[config.mk]
export PLATFORM = sky130hd
export DESIGN_NAME = card_sprite_renderer
export DESIGN_NICKNAME = d
export VERILOG_FILES = /design/src/rtl/card_gfx_pkg.sv /design/src/rtl/card_slot_table.sv /design/src/rtl/card_sprite_renderer.sv
export SDC_FILE = /design/constraint.sdc
export NUM_CORES = 1
export LEC_CHECK = 0
export BUFFER_PORTS_ARGS = -buffer_cell sky130_fd_sc_hd__buf_2
export CORE_UTILIZATION = 60
export DETAILED_ROUTE_END_ITERATION = 8
export GPL_TIMING_DRIVEN = 0
export MAX_ROUTING_LAYER = met4
export PLACE_DENSITY = 0.78
export SLEW_MARGIN = 0
export SYNTH_ARGS = -nofsm -noshare
export SYNTH_HDL_FRONTEND = slang
export SYNTH_SLANG_ARGS = --single-unit
[constraint.sdc]
create_clock -name clk -period 4.6 [get_ports clk]
set_input_delay 1.15 -clock clk [delete_from_list [all_inputs] [get_ports clk]]
set_output_delay 1.15 -clock clk [all_outputs]
set_load 0.01 [all_outputs]
[src/rtl/card_gfx_pkg.sv]
// card_gfx_pkg: card geometry, palette, tile codes and records shared by the card renderer
package card_gfx_pkg;
   localparam int CARD_W = 32;
   localparam int CARD_H = 32;
   localparam int TILE_W = 5;
   localparam logic [7:0][11:0] PALETTE = {12'h0A0, 12'h888, 12'hFC0, 12'h00C,
                                          12'hD00, 12'h111, 12'hFFF, 12'h000};
   localparam logic [11:0] HILITE_RGB = 12'hFF0;
   typedef enum logic [TILE_W-1:0] {
      RANK_A = 5'd0, RANK_2, RANK_3, RANK_4, RANK_5, RANK_6, RANK_7,
      RANK_8, RANK_9, RANK_10, RANK_J, RANK_Q, RANK_K, CARD_BACK
   } tile_e;
   typedef struct packed {
      logic              valid;
      logic [9:0]        x;
      logic [9:0]        y;
      logic [TILE_W-1:0] tile;
   } card_slot_t;
   typedef struct packed {
      logic        hit;
      logic        hilite;
      logic        video;
      logic        hsync;
      logic        vsync;
      logic [11:0] bg;
   } pipe_t;
endpackage

[src/rtl/card_slot_table.sv]
// card_slot_table: slot register file with highest-index-wins hit search against the current pixel
module card_slot_table
   import card_gfx_pkg::*;
#(
   parameter int NUM_SLOTS = 8,
   parameter int SLOT_W    = 3
) (
   input  logic              clk,
   input  logic              reset_n,
   input  logic              wr_en,
   input  logic [SLOT_W-1:0] wr_slot,
   input  logic [9:0]        wr_x,
   input  logic [9:0]        wr_y,
   input  logic [TILE_W-1:0] wr_tile,
   input  logic              wr_valid,
   input  logic              clear_all,
   input  logic [9:0]        pixel_x,
   input  logic [9:0]        pixel_y,
   output logic              hit,
   output logic [4:0]        dx,
   output logic [4:0]        dy,
   output logic [TILE_W-1:0] tile,
   output logic [SLOT_W-1:0] win_slot
);
   card_slot_t [NUM_SLOTS-1:0] slot_q, slot_d;
   logic [10:0] ddx, ddy;
   always_comb begin
      slot_d = slot_q;
      if (clear_all) for (int i = 0; i < NUM_SLOTS; i++) slot_d[i].valid = 1'b0;
      else if (wr_en) slot_d[wr_slot] = '{valid: wr_valid, x: wr_x, y: wr_y, tile: wr_tile};
   end
   always_ff @(posedge clk or negedge reset_n)
      if (!reset_n) slot_q <= '0;
      else slot_q <= slot_d;
   // A borrow makes the 11-bit difference >= 1024, so one compare also rejects pixels left/above the card
   always_comb begin
      hit = 1'b0;
      dx = '0;
      dy = '0;
      tile = '0;
      win_slot = '0;
      ddx = '0;
      ddy = '0;
      for (int i = 0; i < NUM_SLOTS; i++) begin
         ddx = {1'b0, pixel_x} - {1'b0, slot_q[i].x};
         ddy = {1'b0, pixel_y} - {1'b0, slot_q[i].y};
         if (slot_q[i].valid && ddx < 11'(CARD_W) && ddy < 11'(CARD_H)) begin
            hit = 1'b1;
            dx = ddx[4:0];
            dy = ddy[4:0];
            tile = slot_q[i].tile;
            win_slot = SLOT_W'(i);
         end
      end
   end
endmodule

[src/rtl/card_sprite_renderer.sv]
// card_sprite_renderer: 3-stage card sprite pixel pipeline over the felt background (CARD_HILITE_EN adds slot outline)
module card_sprite_renderer
   import card_gfx_pkg::*;
#(
   parameter int NUM_SLOTS  = 8,
   parameter int SLOT_W     = 3,
   parameter int ADDR_WIDTH = 15,
   parameter int DATA_WIDTH = 3
) (
   input  logic                  clk,
   input  logic                  reset_n,
   input  logic [9:0]            pixel_x,
   input  logic [9:0]            pixel_y,
   input  logic                  video_on,
   input  logic                  hsync_in,
   input  logic                  vsync_in,
   input  logic [11:0]           bg_rgb,
   input  logic                  wr_en,
   input  logic [SLOT_W-1:0]     wr_slot,
   input  logic [9:0]            wr_x,
   input  logic [9:0]            wr_y,
   input  logic [4:0]            wr_tile,
   input  logic                  wr_valid,
   input  logic                  clear_all,
   input  logic [SLOT_W-1:0]     hilite_slot,
   output logic [ADDR_WIDTH-1:0] rom_addr,
   input  logic [DATA_WIDTH-1:0] rom_data,
   output logic [11:0]           rgb,
   output logic                  hsync_out,
   output logic                  vsync_out,
   output logic                  video_on_out
);
   logic              hit, hilite;
   logic [4:0]        dx, dy;
   logic [TILE_W-1:0] tile;
   logic [SLOT_W-1:0] win_slot;
   pipe_t             p1_d, p1_q, p2_d, p2_q;
   logic [ADDR_WIDTH-1:0] rom_addr_d, rom_addr_q;
   logic [11:0]       rgb_d, rgb_q;
   logic [2:0]        sync_d, sync_q;
   card_slot_table #(.NUM_SLOTS(NUM_SLOTS), .SLOT_W(SLOT_W)) u_table (
      .clk(clk), .reset_n(reset_n), .wr_en(wr_en), .wr_slot(wr_slot), .wr_x(wr_x), .wr_y(wr_y),
      .wr_tile(wr_tile), .wr_valid(wr_valid), .clear_all(clear_all), .pixel_x(pixel_x),
      .pixel_y(pixel_y), .hit(hit), .dx(dx), .dy(dy), .tile(tile), .win_slot(win_slot)
   );
`ifdef CARD_HILITE_EN
   assign hilite = hit && win_slot == hilite_slot &&
                   (dx == 5'd0 || dx == 5'(CARD_W - 1) || dy == 5'd0 || dy == 5'(CARD_H - 1));
`else
   logic unused_hilite;
   assign hilite = 1'b0;
   assign unused_hilite = ^{hilite_slot, win_slot};
`endif
   // Transparent ROM texels reveal only the background, never a lower card
   always_comb begin
      p1_d = '{hit: hit, hilite: hilite, video: video_on, hsync: hsync_in, vsync: vsync_in, bg: bg_rgb};
      p2_d = p1_q;
      rom_addr_d = hit ? ADDR_WIDTH'({tile, dy, dx}) : '0;
      rgb_d = !p2_q.video ? 12'h000 :
              p2_q.hilite ? HILITE_RGB :
              (p2_q.hit && rom_data != '0) ? PALETTE[rom_data] : p2_q.bg;
      sync_d = {p2_q.video, p2_q.hsync, p2_q.vsync};
   end
   always_ff @(posedge clk or negedge reset_n)
      if (!reset_n) begin
         p1_q <= '0;
         p2_q <= '0;
         rom_addr_q <= '0;
         rgb_q <= '0;
         sync_q <= '0;
      end else begin
         p1_q <= p1_d;
         p2_q <= p2_d;
         rom_addr_q <= rom_addr_d;
         rgb_q <= rgb_d;
         sync_q <= sync_d;
      end
   assign rom_addr = rom_addr_q;
   assign rgb = rgb_q;
   assign {video_on_out, hsync_out, vsync_out} = sync_q;
endmodule

## After elaboration in Yosys (flattened, before gate mapping)

Memories as Yosys holds them, arrays and structs flattened.
Index checks and enable logic that the tools add are counted.

| storage, ports and cells | value |
|---|---|
| register bits | 270 |
| memory bits (read-only) | 96 |
| input bits | 74 |
| output and inout port bits | 30 |
| logic and storage cells | 151 |
| memories | 1 |

Memory list:

| name | depth | bits a word | rd ports | clocked after memory_dff | wr ports | RTL line | text |
|---|---|---|---|---|---|---|---|
| (name not given) | 8 | 12 | 1 | 0 | 0 | card_sprite_renderer.sv:61 | `(p2_q.hit && rom_data != '0) ? PALETTE[rom_data] : p2_q.bg;` |

| cells by class | value |
|---|---|
| add/sub/neg operators | 16 |
| order comparisons | 19 |
| muxes and demuxes | 48 |
| bitwise logic cells | 1 |
| reduce and logical (&&, ||, !) cells | 21 |

Operator list:

| cell | count |
|---|---|
| $bwmux 208 | 1 |
| $mux 208 | 1 |
| $lt 11x6->1 const B | 16 |
| $sub 10x10->11 | 16 |
| $mux 5 | 24 |
| $demux 26 s3 | 1 |
| $mux 12 | 3 |
| $mux 26 | 1 |
| $logic_and 1x1->1 | 18 |
| $mux 1 | 16 |
| $mux 15 | 1 |
| $lt 3x4->1 const B | 2 |
| $ge 3x1->1 const B | 1 |
| $reduce_bool 3->1 | 1 |
| $reduce_and 2->1 | 1 |
| $reduce_bool 2->1 | 1 |
| $not 1->1 | 1 |

## Longest topological paths before layout

| depth | value |
|---|---|
| word-level depth | 13 |
| mapped depth | 16 |
| depth with buffers taken out | 14 |

## Hierarchy

From an unflattened synthesis, not the netlist that was laid out.

| second synthesis, totals | value |
|---|---|
| cell total of the unflattened synthesis | 1,995 |
| area total of the unflattened synthesis | 18,666.7 µm² |

By module, submodules not included:

| module | times used | cells each | area each (µm²) |
|---|---|---|---|
| card_slot_table | 1 | 1,867 | 16,647.2 |
| card_sprite_renderer | 1 | 128 | 2,019.4 |

## Worst setup path after synthesis

OpenSTA, ideal clock, no wires.

| timing | value |
|---|---|
| path kind | input port to flip-flop |
| start | input port pixel_x[0] |
| end | register rom_addr_q[6], in the netlist rom_addr[6] |
| data arrival time | 4.567 ns |
| required time | 4.504 ns |
| slack | -0.062 ns |
| stages | 15 |
| cell sequence | inv_1 ha_1 inv_1 fa_1 a211oi_1 o21ai_1 a21oi_1 mux2_2 or4_1 or2_2 clkbuf_1 o221a_2 nor3_1 a211oi_1 o32ai_2 |

| on the way | value |
|---|---|
| longest elaborated chain between the ends | 13 |

Ends and longest elaborated chain:

| item | RTL line | text |
|---|---|---|
| start: declaration | card_sprite_renderer.sv:12 | `input logic [9:0] pixel_x,` |
| $sub 10x10->11 | card_slot_table.sv:45 | `ddx = {1'b0, pixel_x} - {1'b0, slot_q[i].x};` |
| $lt 11x6->1 | card_slot_table.sv:47 | `if (slot_q[i].valid && ddx < 11'(CARD_W) && ddy < 11'(CARD_H)) begin` |
| $logic_and 1x1->1 (2 in series) | card_slot_table.sv:47 |  |
| $mux 5 or $mux 1 (tied branches) (8 in series) | card_slot_table.sv:47 |  |
| $mux 15 (*) | card_sprite_renderer.sv:58 | `rom_addr_d = hit ? ADDR_WIDTH'({tile, dy, dx}) : '0;` |
| via rom_addr_d[6] | card_sprite_renderer.sv:38 | `logic [ADDR_WIDTH-1:0] rom_addr_d, rom_addr_q;` |
| end signal: assignment | card_sprite_renderer.sv:74 | `rom_addr_q <= rom_addr_d;` |
| end: declaration | card_sprite_renderer.sv:38 |  |

Mark *: on every way through the listed nets, which the timed path passes. The rest lies on a longest branch.
A chain may end at the register's enable or synchronous reset.

## Worst setup path after layout

| timing | value |
|---|---|
| start | input port pixel_x[0] |
| end | register rom_addr_q[12], in the netlist rom_addr[12] |

The elaborated chain is that of the path after synthesis.

==> impl_results.md <==
* Design Power at roughly 9.4 mW
* Library cells used by synthesis at 88
* Pint at ~5.9 mW
* Routability congestion estimate at ~1
* Skew final at roughly 18 ps
* GRT overflow at 0
* CP arrival at between 5000 and 6000 ps
* Residual DRC at 0
* Leak at just under 10 nW
* Placed cells at between 2k and 3k
* Kind of critical path: primary input to flip-flop
* Cells after Synth at around 2.1k
* Io pins at between 100 and 150
* Initial DRC count at 1382
* Clock net sink count at 270
* P per Cell Area at approximately 430 nW/um^2
* Status: finished, violations left
* CTS root buf: clkbuf_16
* Hold WS at roughly 350 ps
* Path depth of the worst reg2reg path at 14
* Sw frac at 0.369
* Area Overhead vs Synth at 12.9%
* FFs w/ async S/R, synth at 1.00
* Register Area at just under 7000 um^2
* Maximum clock path buffer count at 3
* Clock Power Share at 0.266
* Largest net degree at the start of global routing at approximately 110
* Die Height at ~180 um
* Initial antenna violation count at 3
* Psw at ~3.5 mW
* TritonCTS clock tree: built
* Critical path required time at 5050 ps
* Drt pass-1 iters at 7
* Worst skew pair latency at between 500 and 600 ps
* Number of synthesized register bits at 270
* Hold path startpoint: p2_q[12]
* Cell area after synthesis at 19300 um^2
* DRT antenna net count at 0
* EDFF count, synth at 0
* Failing checks: negative setup slack
* Hold endpoint: sync_q[0]
* Worst-path clk slew at about 60 ps
* Max stage delay on crit path at 560 ps
* Vias/cell at approximately 6.4
* Final worst slack at -26.3 ps
* Gate power share at 0.412
* Rows at 65
* Total core area at about 32000 um^2
* WL final at between 60 and 70 mm
* Number of global-route vias before repair at roughly 16k
* DP HPWL at roughly 43 mm
* Area leader, netlist: dfrtp_1
* Slowest stage cell, crit path: or4_1
* Crit Path Max Fanout at 10
* # fillers at approximately 2.5k
* Initial core utilization at 0.610
* Hold Crit Class: flip-flop to flip-flop
* # Max-Cap Violations at 0
* Top FF cell, synth: dfrtp_1
* Most frequent CP cell: buf_2
* Post-Syn Area per Cell at 9.29 um^2
* Most common cell in the netlist: dfrtp_1
* WL/cell at between 20 and 25 um
* Post-route clock period utilization at 1.01
* Critical path startpoint category: primary input
* Synth warn at 0
* All-layer global routing usage at 0.387
* Worst vdd ir at ~0.34 mV
* Aggregate negative setup slack at -26.3 ps
* Final Slew Violations at 0
* Area contributors post-synth: dfrtp_1, ha_1, mux2_2
* Commonest cells in the netlist: dfrtp_1, inv_1, ha_1
* CTS H-tree depth at 1
* Final hold vios at 0
* Share of the synthesized area in the top cell type at 0.351
* Highest Clock Rate at 216 MHz
* Measured slew at the worst slew-check pin at between 900 and 1000 ps
* CP cell instances: buf_2, clkinvlp_4, ha_1, inv_1, fa_2, a211oi_2, o21ai_1, a21oi_2, mux2_2, or4_1, or2_2, buf_2, o221a_1, nor3_1, a211oi_1, o31ai_4
* Hold Crit Depth at 0
* Syn_nets at 2327
* Setup Viol. Count Final at 1
* Fin cells at about 2.6k
* Worst setup EP type: flip-flop
* Slew margin rel. at 0.347
* Post-Place Worst Slack at -1160 ps
* Num CTS Buffers at 30
* Vias at between 15k and 20k
* Seq/Total Area, Yosys at 0.351
* R2R Path End: rom_addr[12]
* R2r setup slk at about 430 ps
* Input/output buffers at 98
* NumNets Final at ~2.5k
* FF-to-FF Start: u_table.slot_q[41]
* Sequential Power Share at 0.321
* Proportion of layout cells with a drive suffix above 1 at 0.178
* Die area at 32800 um^2
* Post-CTS Hold Fix Bufs at 0
* First-pass GRT wire length at about 94 mm
* Die width at about 180 um
* Area of the multi-input gates at approximately 12000 um^2
* Fin crit period at 4630 ps
## registers in the layout (all words and copies together), names as in the netlist
register	cells
rgb	12
p1_q	16
p2_q	16
rom_addr	15
u_table.slot_q	208
sync_q	3
## kinds of logic (layout without fill, tap and decap cells)
group,count (synthesis),in the layout,synth area share
AND/OR/NAND/NOR,575,575,0.156
adder cells (fa/ha/maj),179,179,0.123
XOR/XNOR,45,45,0.0205
flip-flops,270,270,0.351
AO/OA/AOI/OAI,551,551,0.196
buffers and inverters,286,450,0.0572
multiplexers,168,168,0.0971
other,0,2,0
## area by class of cell
| cell class | count | share of cell area |
|---|---|---|
| antenna | 2 | 0.000230 |
| buffer | 60 | 0.0122 |
| clock buffer | 43 | 0.0401 |
| clock inverter | 13 | 0.00691 |
| inverter | 224 | 0.0390 |
| multi-input combinational | 1518 | 0.537 |
| sequential | 270 | 0.311 |
| tap | 402 | 0.0231 |
| timing repair buffer | 110 | 0.0303 |
## worst max-delay path by stage
stage | start | to | slack [ps]
6_report | pixel_x[0] | rom_addr[12] | -30
5_1_grt | pixel_x[0] | rom_addr[12] | -80
4_1_cts | pixel_y[0] | rom_addr[14] | 1
3_5_place_dp | pixel_y[0] | rom_addr[6] | -1160
3_3_place_gp | reset_n | u_table.slot_q[180] | -2500
2_1_floorplan | pixel_x[0] | rom_addr[6] | 80
## power by group through the flow
stage	clock, mW	sequential [mW]	combinational (mW)
detailed placement	0	3.04	3.66
global route	2.62	3.05	4.24
CTS	2.52	3.00	3.72
finish	2.49	3.01	3.86
global placement	0	3.01	3.55
floorplan	0	2.98	2.78
## metal layers
layer	vias to the layer above	part of all wire	global-route usage
met1	8170	0.40	0.490
met2	810	0.44	0.575
met4	0	0.068	0.211
met3	226	0.095	0.0895
met5	-	0	-
li1	7815	-	-
## metrics by stage
stage | instance area, um^2 | util
finish | 21700 | 0.689
global route | 21700 | 0.689
CTS | 21600 | 0.684
detailed placement | 20300 | 0.644
global placement | 20300 | 0.642
floorplan | 19300 | -
## layout by cell type (no fill, tap or decap), types with 25 or more instances in the layout
cell type,netlist,layout
nand2_1,156,156
a21oi_1,93,92
nor2_1,122,120
nor2b_1,43,43
o21a_1,25,25
a211oi_1,40,31
a21o_1,34,34
nand3_1,29,29
clkbuf_16,0,31
mux2_2,149,149
ha_1,163,162
inv_1,224,221
dfrtp_1,270,270
nand2b_1,39,39
nor3_1,37,29
clkbuf_1,53,51
o21ai_0,133,132
buf_2,5,98
## critical path, delay by kind of cell
kind | cells | cell delay [ps]
muxes | 1 | 370
and+or+nand+nor | 3 | 1190
adders and majority gates | 2 | 550
AOI/OAI and AO/OA | 6 | 1330
buffers and inverters | 4 | 490
## repair_timing
item                                   in CTS  in global routing
buffers inserted                            7                  3
setup endpoints to repair                  15                 15
resized for setup                          34                 46
cloned                                      0                  0
endpoints found under the hold margin       0                  0
pin swaps                                   6                 15
(Power assumes the default switching activity.)
